[src/rtl/i2s_playback_ctrl.sv]
// i2s_playback_ctrl: sequences FX2LP slave-FIFO words into i2s_master.
// Handles prefill, underrun muting with frame realign, and gated config.
module i2s_playback_ctrl #(
    parameter int CNT_W = 8
) (
    input  logic             clk,
    input  logic             rst_n,
    input  logic             play_en,
    input  logic             cfg_load,
    input  logic [1:0]       cfg_word_size,
    input  logic [3:0]       cfg_sck_div,
    input  logic [15:0]      fifo_data,
    input  logic             half_n,
    input  logic             ef_n,
    output logic             slrd_n,
    input  logic             data_req,
    output logic [15:0]      data_out,
    output logic [1:0]       word_size,
    output logic [3:0]       sck_div,
    output logic             i2s_rst_n,
    output logic             playing,
    output logic             underrun,
    input  logic             underrun_clr,
    output logic [CNT_W-1:0] urun_cnt
);

    typedef enum logic [2:0] {
        S_IDLE,
        S_PREFILL,
        S_RUN,
        S_MUTE,
        S_STOP
    } state_t;

    state_t           state_q, state_d;
    logic             data_req_q;
    logic [1:0]       wcnt_q, wcnt_d;
    logic [15:0]      data_q, data_d;
    logic             slrd_q, slrd_d;
    logic [1:0]       ws_q, ws_d;
    logic [3:0]       div_q, div_d;
    logic [1:0]       pend_ws_q, pend_ws_d;
    logic [3:0]       pend_div_q, pend_div_d;
    logic             cfg_pend_q, cfg_pend_d;
    logic             i2s_rst_q, i2s_rst_d;
    logic             playing_q, playing_d;
    logic             urun_q, urun_d;
    logic [CNT_W-1:0] cnt_q, cnt_d;

    logic             req;
    logic             urun_evt;
    logic [1:0]       wcnt_max;
    logic [1:0]       wcnt_nxt;
    logic [1:0]       cfg_ws_in;

    assign req       = data_req & ~data_req_q;
    assign wcnt_max  = (ws_q == 2'd0) ? 2'd1 : 2'd3;
    assign wcnt_nxt  = (wcnt_q == wcnt_max) ? 2'd0 : wcnt_q + 2'd1;
    assign cfg_ws_in = (cfg_word_size == 2'd3) ? 2'd2 : cfg_word_size;

    // Next-state logic for the sequencer, config latch and underrun tracking
    always_comb begin
        state_d    = state_q;
        wcnt_d     = wcnt_q;
        data_d     = data_q;
        slrd_d     = 1'b1;
        ws_d       = ws_q;
        div_d      = div_q;
        pend_ws_d  = pend_ws_q;
        pend_div_d = pend_div_q;
        cfg_pend_d = cfg_pend_q;
        i2s_rst_d  = i2s_rst_q;
        playing_d  = playing_q;
        urun_d     = urun_q;
        cnt_d      = cnt_q;
        urun_evt   = 1'b0;

        if (cfg_load) begin
            pend_ws_d  = cfg_ws_in;
            pend_div_d = cfg_sck_div;
            cfg_pend_d = 1'b1;
        end

        unique case (state_q)
            S_IDLE: begin
                wcnt_d    = 2'd0;
                i2s_rst_d = 1'b0;
                playing_d = 1'b0;
                if (play_en) begin
                    if (cfg_load) begin
                        ws_d       = cfg_ws_in;
                        div_d      = cfg_sck_div;
                        cfg_pend_d = 1'b0;
                    end else if (cfg_pend_q) begin
                        ws_d       = pend_ws_q;
                        div_d      = pend_div_q;
                        cfg_pend_d = 1'b0;
                    end
                    state_d = S_PREFILL;
                end
            end
            S_PREFILL: begin
                wcnt_d = 2'd0;
                if (!play_en) begin
                    state_d = S_IDLE;
                end else if (!half_n) begin
                    state_d   = S_RUN;
                    i2s_rst_d = 1'b1;
                    playing_d = 1'b1;
                end
            end
            S_RUN: begin
                if (req) begin
                    wcnt_d = wcnt_nxt;
                    if (ef_n) begin
                        data_d = fifo_data;
                        slrd_d = 1'b0;
                    end else begin
                        data_d    = 16'd0;
                        urun_evt  = 1'b1;
                        state_d   = S_MUTE;
                        playing_d = 1'b0;
                    end
                end
                if (!play_en) begin
                    state_d   = S_STOP;
                    playing_d = 1'b0;
                end
            end
            S_MUTE: begin
                if (req) begin
                    wcnt_d = wcnt_nxt;
                    if (play_en && wcnt_q == 2'd0 && !half_n && ef_n) begin
                        data_d    = fifo_data;
                        slrd_d    = 1'b0;
                        state_d   = S_RUN;
                        playing_d = 1'b1;
                    end else begin
                        data_d = 16'd0;
                    end
                end
                if (!play_en) begin
                    state_d = S_STOP;
                end
            end
            S_STOP: begin
                if (req) begin
                    data_d = 16'd0;
                    wcnt_d = wcnt_nxt;
                    if (wcnt_q == 2'd0) begin
                        state_d   = S_IDLE;
                        wcnt_d    = 2'd0;
                        i2s_rst_d = 1'b0;
                    end
                end
            end
            default: begin
                state_d = S_IDLE;
            end
        endcase

        // A new underrun wins over a simultaneous clear
        if (urun_evt) begin
            urun_d = 1'b1;
            if (cnt_q != {CNT_W{1'b1}}) begin
                cnt_d = cnt_q + 1'b1;
            end
        end else if (underrun_clr) begin
            urun_d = 1'b0;
        end
    end

    // State and registered outputs
    always_ff @(posedge clk or negedge rst_n) begin
        if (!rst_n) begin
            state_q    <= S_IDLE;
            data_req_q <= 1'b0;
            wcnt_q     <= 2'd0;
            data_q     <= 16'd0;
            slrd_q     <= 1'b1;
            ws_q       <= 2'd0;
            div_q      <= 4'd0;
            pend_ws_q  <= 2'd0;
            pend_div_q <= 4'd0;
            cfg_pend_q <= 1'b0;
            i2s_rst_q  <= 1'b0;
            playing_q  <= 1'b0;
            urun_q     <= 1'b0;
            cnt_q      <= '0;
        end else begin
            state_q    <= state_d;
            data_req_q <= data_req;
            wcnt_q     <= wcnt_d;
            data_q     <= data_d;
            slrd_q     <= slrd_d;
            ws_q       <= ws_d;
            div_q      <= div_d;
            pend_ws_q  <= pend_ws_d;
            pend_div_q <= pend_div_d;
            cfg_pend_q <= cfg_pend_d;
            i2s_rst_q  <= i2s_rst_d;
            playing_q  <= playing_d;
            urun_q     <= urun_d;
            cnt_q      <= cnt_d;
        end
    end

    assign slrd_n    = slrd_q;
    assign data_out  = data_q;
    assign word_size = ws_q;
    assign sck_div   = div_q;
    assign i2s_rst_n = i2s_rst_q;
    assign playing   = playing_q;
    assign underrun  = urun_q;
    assign urun_cnt  = cnt_q;

endmodule
[config.mk]
export PLATFORM = sky130hd
export DESIGN_NAME = i2s_playback_ctrl
export DESIGN_NICKNAME = d
export VERILOG_FILES = /design/src/rtl/i2s_playback_ctrl.sv
export SDC_FILE = /design/constraint.sdc
export NUM_CORES = 1
export LEC_CHECK = 0
export CAP_MARGIN = 10
export CORE_UTILIZATION = 30
export CTS_CLUSTER_DIAMETER = 100
export DETAILED_ROUTE_END_ITERATION = 12
export GPL_TIMING_DRIVEN = 0
export HOLD_SLACK_MARGIN = 0.1
export PLACE_DENSITY = 0.56
export SETUP_SLACK_MARGIN = 0.2
export SYNTH_ARGS = -nofsm -noshare
export SYNTH_HDL_FRONTEND = slang
export SYNTH_SLANG_ARGS = --single-unit
[constraint.sdc]
create_clock -name clk -period 2.13 [get_ports clk]
set_clock_uncertainty 0.15 [all_clocks]
set_input_delay 0.426 -clock clk [delete_from_list [all_inputs] [get_ports clk]]
set_output_delay 0.426 -clock clk [all_outputs]
set_load 0.03 [all_outputs]
Word level (Yosys, flattened, before mapping)
Index checks and enable logic that the tools add are counted.

word-level totals
  output and inout port bits = 34
  logic and storage cells = 115
  input bits = 30
  bits in registers = 47

operators by class
  $add $sub $neg = 2
  mux-type cells = 54
  equality and inequality tests = 21
  bitwise operators = 2
  reductions and logical operators = 22

operators by type and width
  operator                                                          count
  16-bit 2-to-1 mux                                                 5
  16-bit one-hot mux with 3 select lines                            1
  3-bit 2-to-1 mux                                                  11
  1-bit 2-to-1 mux                                                  22
  2-bit 2-to-1 mux                                                  8
  2-bit inequality test (second input constant)                     8
  3-bit inequality test (second input constant)                     5
  3-bit one-hot mux with 5 select lines                             1
  3-bit nonzero test                                                3
  8-bit by 1-bit adder with 8-bit output (second input constant)    1
  4-bit 2-to-1 mux                                                  2
  8-bit inequality test (second input constant)                     1
  8-bit AND reduction                                               1
  7-bit AND reduction                                               1
  3-bit by 2-bit == test with 1-bit output (second input constant)  2
  2-bit one-hot mux with 3 select lines                             1
  3-bit AND reduction                                               2
  5-bit AND reduction                                               1
  2-bit zero test                                                   2
  1-bit one-hot mux with 4 select lines                             1
  4-bit AND reduction                                               1
  2-bit nonzero test                                                2
  4-bit nonzero test                                                1
  2-bit OR reduction                                                2
  other kinds (14)                                                  16

Depth between registers and ports, before layout
  depth in word-level cells = 8
  depth in mapped cells = 8

Least setup slack after synthesis
No wires, ideal clock.

  path kind = reg2reg
  start point = register wcnt_q[0]
  end point = register data_q[10] (netlist: data_out[10])
  library setup time = 121 ps
  setup slack = 411 ps
  cell stages (with the launch flop) = 9
  arrival time = 1,448 ps
  clock period less this slack = 1,719 ps
  data required time = 1,859 ps
  cell sequence = dfrtp_1 inv_1 ha_1 inv_1 o31ai_1 and4_1 buf_4 buf_6 a22o_1

between the ends
  cells in the longest elaborated chain, start to end = 7

RTL lines
  item                                    RTL line  RTL
  start: declaration                      37        logic [1:0] wcnt_q, wcnt_d;
  start signal: assignment                193       wcnt_q <= wcnt_d;
  2-bit zero test                         133       if (play_en && wcnt_q == 2'd0 && !half_n && ef_n) begin
  1-bit logical AND (3 in series)         133
  16-bit 2-to-1 mux                       133
  16-bit 2-to-1 mux                       131       if (req) begin
  16-bit one-hot mux with 3 select lines  84        unique case (state_q)
  end signal: assignment                  194       data_q <= data_d;
  end: declaration                        38        logic [15:0] data_q, data_d;

No other way between the ends. The select of a mux whose other input is x is not followed.
A chain may end at the register's enable or synchronous reset.

Worst setup path after layout
  start point = register wcnt_q[0]
  end point = register data_q[9] (netlist: data_out[9])

Same word-level chain as after synthesis.

==> impl_metrics.tcl <==
set metrics [dict create \
    run_status "finished, final reports clean" \
    worst-path-max-fanout 10 \
    drtIter0Drc 65 \
    yosys.area.top_type_share 0.5496 \
    clockRootBuffer "clkbuf_8" \
    critical_path.max_stage_delay_ps 420 \
    synth_area_leaders "dfrtp_1, a22o_1, mux2_2, nand2_1, ha_1" \
    drt_first_pass_iters 4 \
    cts_tree "done" \
    clock_path_buffers 2 \
    worst_setup_path_start_kind "flop" \
    fmax_mhz 550.6 \
    endpoint_kind "flop" \
    worstPathArrival_ps 1910 \
    clk_pin_slew_ps 90 \
    finalSetupTns_ps 0 \
    p_comb_frac 0.366 \
    port-buffer-count 62 \
    reg2regPathDepth 8 \
    vias_per_cell 4.837 \
    period_needed_ps 1816 \
    maxCapViolations 0 \
    reg2reg_to "data_out[9]" \
    fin_cells 325 \
    clockPowerShare 0.205 \
    p_sw_frac 0.3654 \
    ys_warn_count 0 \
    hpwlAfterDp_um 3324 \
    required_ps 2220 \
    drv_slew 0 \
    drc 0 \
    ys_seq_area_frac 0.5621 \
    clock_sinks 47 \
    power_uw 2757 \
    ys.flop_type "dfrtp_1" \
    vias 1572 \
    worstMarginPinSlew_ps 430.1 \
    antenna_found_initial 0 \
    initial_utilization 0.3100 \
    area_growth_pct 43.01 \
    place_inst 313 \
    grtUsageTotal 0.1342 \
    die_y_um 85.56 \
    finalWirelength_um 4580 \
    power.internal_uw 1750 \
    hold_depth 1 \
    grt_pass1_vias 1560 \
    powerDensity_mw_per_mm2 920.4 \
    yosysTopAreaCell "dfrtp_1" \
    crit_slowest_cell "dfrtp_1" \
    ir_drop_mv 0.4111 \
    antenna_cells 0 \
    wire_per_inst_um 14.09 \
    syn_nets 203 \
    cp_common_cell "buf_6" \
    core-area_mm2 0.006756 \
    postSynthCellCount 170 \
    ios 64 \
    setup_viol 0 \
    power.net_switching_uw 1007 \
    grt_max_degree 32 \
    drive_gt1_frac 0.1959 \
    hold_viol_final 0 \
    critPathKind "reg -> reg" \
    die-area_mm2 0.007320 \
    worstHoldStart "data_req" \
    grt-ovfl-total 0 \
    holdPathEnd "data_req_q" \
    synth_cell_types 45 \
    whs_ps 280.6 \
    path_cells "inv_2 > ha_4 > inv_1 > o31ai_2 > and4_1 > buf_6 > buf_6 > a22o_1" \
    grt_pass1_wl_um 7728 \
    ys_seq_elements 47 \
    synth_edf_count 0 \
    rsz0062_at_grt "no" \
    min-delay-path-class "in -> reg" \
    fin_util 0.4433 \
    post-route-period-util 0.8527 \
    fin_nets 277 \
    avgSynthCellArea_um2 12.32 \
    htreeDepth 2 \
    synth_area_mm2 0.002095 \
    clock_latency_ps 300 \
    cts_buffers 5 \
    place.gp.congestion 0.7385 \
    seqPwrFrac 0.429 \
    reg2reg_from "wcnt_q[0]" \
    rows 30 \
    die_w_um 85.56 \
    r2r_slack_ps 310 \
    relSlewSlack 0.7133 \
    postRouteAntennaNets 0 \
    cellLeakagePower_uw 0.001569 \
    synthArstFlopShare 1.000 \
]
-- per-stage QoR --
step           cell area, um2  setup slack [ps]
2_1_floorplan            2095             411.1
3_3_place_gp             2815            -935.0
3_5_place_dp             2830            -142.3
4_1_cts                  2924             201.8
5_1_grt                  2995             203.4
6_report                 2995             313.8
-- worst max path at each step --
stage                     from           end  slack (ps)
global placement         rst_n   urun_cnt[3]        -930
finish               wcnt_q[0]   data_out[9]         310
detailed placement    data_req  data_out[15]        -140
global route         wcnt_q[0]  data_out[10]         200
floorplan            wcnt_q[0]  data_out[10]         410
CTS                 sck_div[0]    sck_div[0]         200
-- critical path: cells and delay by family, from the launching register on --
kind | cells | cell delay [ps]
fa+ha+maj | 1 | 150
buf+inv | 4 | 450
flops | 1 | 420
simple gates | 1 | 220
compound gates | 2 | 370
-- power by group through the flow --
| stage | Clock (uW) | Combinational [uW] | Sequential (uW) |
|---|---|---|---|
| after floorplan | 0 | 302 | 1500 |
| after global placement | 0 | 1050 | 1210 |
| after detailed placement | 0 | 1050 | 1210 |
| after CTS | 588 | 1010 | 1190 |
| after global routing | 619 | 1080 | 1210 |
| final | 564 | 1010 | 1180 |
-- synth_stat cells (2+ instances only) --
cell and number:
dfrtp_1 46, a22o_1 16, buf_6 3, o21ai_0 7, inv_2 2, nor2_1 7
inv_1 7, nand2_1 14, buf_2 3, nor3b_4 2, a21oi_1 6, mux2_2 10
nand3_1 4, xor2_1 4, nand4_1 2, ha_1 3, xnor2_1 3, nor3_1 4
-- layout make-up --
type                    count  area (um2)
well taps                  80       100.1
fillers                   662        3761
inverters                   9       33.78
flip-flops and latches     47        1177
clock inverters             3       23.77
plain buffers               7       60.06
repair buffers             67       679.4
clock buffers               5       68.82
multi-input cells         107       852.1
-- cell usage in the layout, fill, tap and decap left out, types with 2 or more instances in the layout --
| master | n |
|---|---|
| buf_6 | 4 |
| o21ai_0 | 7 |
| clkinvlp_4 | 2 |
| nor3_1 | 4 |
| mux2_2 | 10 |
| buf_2 | 4 |
| clkbuf_8 | 5 |
| clkdlybuf4s50_1 | 25 |
| a22o_1 | 16 |
| inv_2 | 3 |
| dlygate4sd2_1 | 21 |
| a21oi_1 | 6 |
| nand2_1 | 14 |
| xnor2_1 | 3 |
| nor3b_4 | 2 |
| xor2_1 | 4 |
| buf_4 | 3 |
| ha_1 | 2 |
| nor2_1 | 7 |
| nand4_1 | 2 |
| nand3_1 | 4 |
| dfrtp_1 | 46 |
| dlymetal6s2s_1 | 15 |
| inv_1 | 6 |
-- logic make-up (layout without fill, tap and decap cells) --
group	after synthesis	after routing	synth area share
DFF	47	47	0.5621
AOI/OAI and AO/OA	43	43	0.1619
and+or+nand+nor	43	43	0.1267
buffers and inverters	16	91	0.04301
muxes	11	11	0.05914
xor gates and xnor gates	7	7	0.02927
adders and majority gates	3	3	0.01792
-- layer usage --
layer | vias to the layer above | global-route usage | share of wire
met5 | - | 0 | 0
met4 | 0 | 0.03636 | 0.0096
met3 | 4 | 0.03369 | 0.038
met2 | 31 | 0.2109 | 0.48
met1 | 778 | 0.1854 | 0.47
li1 | 759 | - | -
-- state kept, by name (all words and copies together), names as in the netlist, 2 cells and up --
name	flops
word_size	2
urun_cnt	8
pend_ws_q	2
pend_div_q	4
sck_div	4
data_out	16
wcnt_q	2
state_q	3
-- timing repair --
item                                   CTS  global route
pin swaps                                1             1
setup buffers                            1             2
resized for setup                       24            18
endpoints found under the hold margin   16             0
setup endpoints to repair               30            25
hold buffers                             1             0
(Power assumes the default switching activity.)
